[src/rtl/fetch_unit.sv]
`default_nettype none
// ============================================================================
// Module   : fetch_unit
// Brief    : PC sequencer feeding a 2-entry {pc, instruction} queue to decode.
// Revision : 1.0 - initial release
// ============================================================================
module fetch_unit #(
    parameter int                   PC_WIDTH       = 64,
    parameter int                   MEM_ADDR_WIDTH = 10,
    parameter int                   DATA_WIDTH     = 32,
    parameter logic [PC_WIDTH-1:0]  RESET_PC       = '0
) (
    input  logic                      i_clk,
    input  logic                      i_rstn,
    output logic [MEM_ADDR_WIDTH-1:0] o_mem_addr,
    input  logic [DATA_WIDTH-1:0]     i_mem_data,
    input  logic                      i_redirect_valid,
    input  logic [PC_WIDTH-1:0]       i_redirect_pc,
    output logic                      o_instr_valid,
    output logic [DATA_WIDTH-1:0]     o_instr,
    output logic [PC_WIDTH-1:0]       o_instr_pc,
    input  logic                      i_instr_ready
);

    localparam logic [PC_WIDTH-1:0] c_pc_step   = PC_WIDTH'(4);
    localparam logic [1:0]          c_depth     = 2'd2;

    logic [PC_WIDTH-1:0]   r_pc;
    logic [1:0]            r_count;
    logic                  r_head;
    logic                  r_tail;
    logic [PC_WIDTH-1:0]   r_q_pc    [2];
    logic [DATA_WIDTH-1:0] r_q_instr [2];

    logic                  w_pop;
    logic                  w_push;
    logic                  w_unused_redirect_lsbs;

    // Redirect targets are word aligned; the low two bits carry no meaning.
    assign w_unused_redirect_lsbs = ^i_redirect_pc[1:0];

    assign o_mem_addr    = r_pc[MEM_ADDR_WIDTH+1:2];
    assign o_instr_valid = (r_count != 2'd0);
    assign o_instr       = r_q_instr[r_head];
    assign o_instr_pc    = r_q_pc[r_head];

    assign w_pop  = o_instr_valid & i_instr_ready;
    assign w_push = ~i_redirect_valid & ((r_count < c_depth) | w_pop);

    always_ff @(posedge i_clk) begin
        if (!i_rstn) begin
            r_pc    <= RESET_PC;
            r_count <= 2'd0;
            r_head  <= 1'b0;
            r_tail  <= 1'b0;
        end else if (i_redirect_valid) begin
            // A pop in this cycle is considered consumed; the queue is flushed.
            r_pc    <= {i_redirect_pc[PC_WIDTH-1:2], 2'b00};
            r_count <= 2'd0;
            r_head  <= 1'b0;
            r_tail  <= 1'b0;
        end else begin
            if (w_push) begin
                r_pc   <= r_pc + c_pc_step;
                r_tail <= ~r_tail;
            end
            if (w_pop) begin
                r_head <= ~r_head;
            end
            case ({w_push, w_pop})
                2'b10:   r_count <= r_count + 2'd1;
                2'b01:   r_count <= r_count - 2'd1;
                default: r_count <= r_count;
            endcase
        end
    end

    // Queue storage is not reset; validity is carried solely by r_count.
    always_ff @(posedge i_clk) begin
        if (w_push) begin
            r_q_pc[r_tail]    <= r_pc;
            r_q_instr[r_tail] <= i_mem_data;
        end
    end

endmodule
`default_nettype wire

[config.mk]
export PLATFORM = sky130hd
export DESIGN_NAME = fetch_unit
export DESIGN_NICKNAME = d
export VERILOG_FILES = /design/src/rtl/fetch_unit.sv
export SDC_FILE = /design/constraint.sdc
export NUM_CORES = 1
export LEC_CHECK = 0
export CAP_MARGIN = 20
export CORE_MARGIN = 5
export CORE_UTILIZATION = 47
export DETAILED_ROUTE_END_ITERATION = 16
export GPL_TIMING_DRIVEN = 0
export PLACE_DENSITY = 0.76
export SLEW_MARGIN = 5
export SYNTH_ARGS = -nofsm -noshare
export SYNTH_HDL_FRONTEND = slang
export SYNTH_SLANG_ARGS = --single-unit
[constraint.sdc]
create_clock -name i_clk -period 5.2 [get_ports i_clk]
set_input_delay 0.52 -clock i_clk [delete_from_list [all_inputs] [get_ports i_clk]]
set_output_delay 0.52 -clock i_clk [all_outputs]
set_load 0.05 [all_outputs]
# Word-level counts from Yosys, hierarchy flattened
# Memory sizes are Yosys's and may differ from the RTL's. A register that Yosys moved wholly into a read port is not among the register bits.
# Cells that the tools add are included.
dict set report word_totals {
  ramBits 192
  memories 2
  elab_cells 33
  regBits 68
}
dict set report classes {
  magnitude_cmp 1
  n_addsub 3
  bitwise 7
  eq_ne 2
  n_reduce_logical 4
  muxes 9
}
# memory depth word_bits read_ports rd_ports_with_merged_regs write_ports line_no
set mem_list {}
lappend mem_list {r_q_pc 2 64 1 1 1 32} ;# logic [PC_WIDTH-1:0] r_q_pc [2];
lappend mem_list {r_q_instr 2 32 1 1 1 33} ;# logic [DATA_WIDTH-1:0] r_q_instr [2];
# op count
set op_table {}
lappend op_table {{64-bit two-way mux} 2}
lappend op_table {{64-bit by 3-bit adder with 64-bit output (second input constant)} 1}
lappend op_table {{1-bit two-way mux} 6}
lappend op_table {{2-bit nonzero test} 3}
lappend op_table {{1-bit NOT} 4}
lappend op_table {{2-bit case mux with 2 select lines} 1}
lappend op_table {{2-bit by 1-bit adder with 2-bit output (second input constant)} 1}
lappend op_table {{1-bit AND} 2}
lappend op_table {{2-bit by 1-bit == test with 1-bit output (second input constant)} 1}
lappend op_table {{2-bit == test (second input constant)} 1}
lappend op_table {{2-bit < comparator (second input constant)} 1}
lappend op_table {{2-bit OR reduction} 1}
lappend op_table {{2-bit by 1-bit subtractor with 2-bit output (second input constant)} 1}
lappend op_table {{1-bit bitwise OR} 1}

# Depth between registers and ports, before layout
dict set report logic_depth {
  word_depth 6
  depth_mapped 8
  ltp_nobuf 6
}

# Least setup slack after synthesis
# No wires, ideal clock.
dict set report synth_path {
  path_kind {input-to-reg}
  from {in i_instr_ready}
  to {mem r_q_instr[0][0] (enable)}
  path_slack_ns -0.457
  setup_time_ns 0.549
  arrival_ns 5.108
  required_time_ns 4.651
  cell_stages 5
  cell_sequence {nand2b_1 -> clkbuf_8 -> clkbuf_1 -> nand2_1 -> nor2_1}
}
dict set report synth_via {
  elab_chain_len 5
}
# element line_no
set synth_rtl {}
lappend synth_rtl {{from (decl)} 22} ;# input logic i_instr_ready
lappend synth_rtl {{1-bit AND} 47} ;# assign w_pop = o_instr_valid & i_instr_ready;
lappend synth_rtl {{1-bit bitwise OR} 48} ;# assign w_push = ~i_redirect_valid & ((r_count < c_depth) | w_pop);
lappend synth_rtl {{1-bit AND} 48}
lappend synth_rtl {{1-bit two-way mux} 80} ;# if (w_push) begin
lappend synth_rtl {{1-bit two-way mux (not written as such)} 82} ;# r_q_instr[r_tail] <= i_mem_data;
lappend synth_rtl {{to (decl)} 33}
# Every way passes these cells.

==> impl_metrics.yaml <==
timing:
  hold_ws_ns: 0.516
  relSlewSlack: 0.406
  tightest_slew_ns: 0.884
  setup_slack_ns: 1.41
  setup_tns_ns: 0
  maxSlewViolCount: 0
  finalHoldViolations: 0
  rsz0062_at_grt: "false"
  setup_viol: 0
  layout_worst_path_cycle_share: 0.729
  period_needed_ns: 3.79
  timing.fmax_mhz: 264
  skew_ns: 0.0100
setup_path:
  required_ns: 4.68
  endpoint_kind: "primary output"
  cp_num_buf_inv: 3
  cp_max_fo: 10
  crit_top_cell: "clkbuf_1"
  cp_cell_sequence: "clkbuf_1, clkbuf_1, mux2_2, clkdlybuf4s50_1"
  worst-setup-path-type: "register to primary output"
  crit_arrival_ns: 3.27
  path_delay_family: "buffers and inverters"
  crit_path_start_kind: "register"
  worst_path_max_delay_cell: "clkdlybuf4s50_1"
  max_stage_delay_ns: 0.73
status:
  status: "complete, no violations"
clocking:
  clock_latency_ns: 0.53
  cts-resized-gates: 0
  cts_buffer_depth: 3
  cts_hold_buf: 0
  path_clk_slew_ns: 0.06
  cts_setup_buffers: 0
  cts_buffers: 26
  cts-htree-levels: 1
  cts_root_buffer: "clkbuf_16"
  cts_sinks: 255
  cts_tree: "done"
floorplanning:
  io_pins: 207
  start_util: 0.473
  core_area_um2: 23300
  fp.dieW_um: 163
  dieHeight_um: 163
  dieArea_um2: 26600
  num_rows: 56
power_and_ir_drop:
  p_total_mw: 5.05
  leakage_nw: 4.95
  power.density_nw_per_um2: 349
  vdd_drop_max_uv: 235
route:
  vias: 7908
  drt_first_pass_iters: 7
  routed_via_density: 5.64
  drt_iter0_markers: 683
  wl_per_cell_um: 20.5
  wl_um: 28700
  drc: 0
  ant_nets: 0
yosys:
  ys_warn_count: 0
  yosys-top-cells-area: "edfxtp_1 51%, dfxtp_1 12%, mux2_2 9.7%"
  synth_top_area_share: 0.513
  yosys.cell_count.top_type: "edfxtp_1"
  avgSynthCellArea_um2: 13.3
  synth_edf_count: 188
  ys_seq_elements: 255
  yosysTopAreaCell: "edfxtp_1"
  synthesis.area_um2: 11000
  synth_commonest_cells: "188 x edfxtp_1, 95 x mux2_2, 67 x dfxtp_1"
  postSynthCellCount: 828
  synthArstFlopShare: 0
  ys_types: 58
  synth_flop_cell: "edfxtp_1"
  yosysSeqAreaShare: 0.635
placement:
  post-place-ws_ns: 1.87
  dpl.hpwl_um: 20500
  io_buffers: 202
  gp_congestion: 0.920
global_route:
  grt_pass1_wl_um: 43500
  grt_max_degree: 63
  grt_usage: 0.208
  grt_remaining_overflow: 0
  antenna_found_initial: 0
  grt_pass1_vias: 7677
cells_and_area:
  nets: 1165
  final_layout_size_suffix_gt1_frac: 0.160
  n_fill_cell: 1836
  area_delta_synth_final_pct: 31.3
  antenna_cells: 0
hold_path:
  hold_path.class: "register to register"
run:
  cap_viol_max_count: 0
routing by layer:
layer  vias up  GRT usage  share of wire
met2       366      0.353           0.48
met4         0     0.0477          0.021
li1       3688          -              -
met3        42     0.0449          0.083
met1      3812      0.276           0.41
met5         -          0              0
path summary, 6_finish.rpt:
| check | depth (start not counted) | slack, ns | startpoint | endpoint |
|---|---|---|---|---|
| min reg2reg | 2 | 0.52 | r_count[1]$_SDFFE_PP0P_ | r_count[1]$_SDFFE_PP0P_ |
| min | 2 | 0.52 | r_count[1]$_SDFFE_PP0P_ | r_count[1]$_SDFFE_PP0P_ |
| max reg2reg | 6 | 2.26 | r_pc[23]$_SDFFE_PN0P_ | r_pc[48]$_SDFFE_PN0P_ |
| max | 4 | 1.41 | register | o_instr_pc[57] |
cell usage in the layout (no fill, tap or decap), types with 18 or more instances in the layout:
| cell | count |
|---|---|
| clkdlybuf4s50_1 | 202 |
| edfxtp_1 | 188 |
| mux2_2 | 95 |
| dfxtp_1 | 67 |
| nand2_1 | 55 |
| o21ai_0 | 46 |
| clkbuf_1 | 40 |
| nand3_1 | 32 |
| clkbuf_16 | 29 |
| nand4_1 | 25 |
| a31oi_1 | 21 |
| o211a_1 | 19 |
| nor2_1 | 18 |
state kept, by name, summed over array words and instances (netlist names), named ones only:
name,cells
r_pc,62
r_q_pc,124
r_q_instr,64
r_head,1
r_count,2
r_tail,1
power by group:
group          leakage, nW  internal [mW]  total, mW  switching (mW)
logic                 2.15          0.286      0.700           0.414
clock network        0.459           1.21       1.96           0.748
registers             2.34           2.31       2.40          0.0874
total                 4.95           3.80       5.05            1.25
through the flow:
step,area [um2],std cells,util
after floorplan,11000,829,-
after global placement,13400,1350,0.578
after detailed placement,13500,1354,0.582
after CTS,14500,1402,0.622
after global routing,14500,1402,0.622
final,14500,1402,0.622
kinds of logic (layout without fill, tap and decap cells):
family	count (synthesis)	after routing	synth area share
adders and majority gates	2	2	0.00227
buffers and inverters	64	318	0.0297
xor gates and xnor gates	30	30	0.0239
muxes	96	96	0.0981
other	1	2	0.000341
and+or+nand+nor	247	247	0.128
AOI/OAI and AO/OA	133	133	0.0835
DFF	255	255	0.635
final cells by class:
class,count,area [um2],area share
inverters,7,26.3,0.00182
flip-flops and latches,255,6990,0.483
repair buffers,206,2110,0.146
clock inverters,6,80.1,0.00554
multi-input cells,510,3710,0.257
clock buffers,42,845,0.0584
well taps,319,399,0.0276
plain buffers,57,300,0.0208
worst register-to-register path: cells and delay by family, from the launching register on:
family | cells | cell delay, ns
buffers and inverters | 1 | 0.42
DFF | 1 | 0.47
and+or+nand+nor | 4 | 1.83
AOI/OAI and AO/OA | 1 | 0.15
No activity file was read; power rests on OpenSTA's default activity.
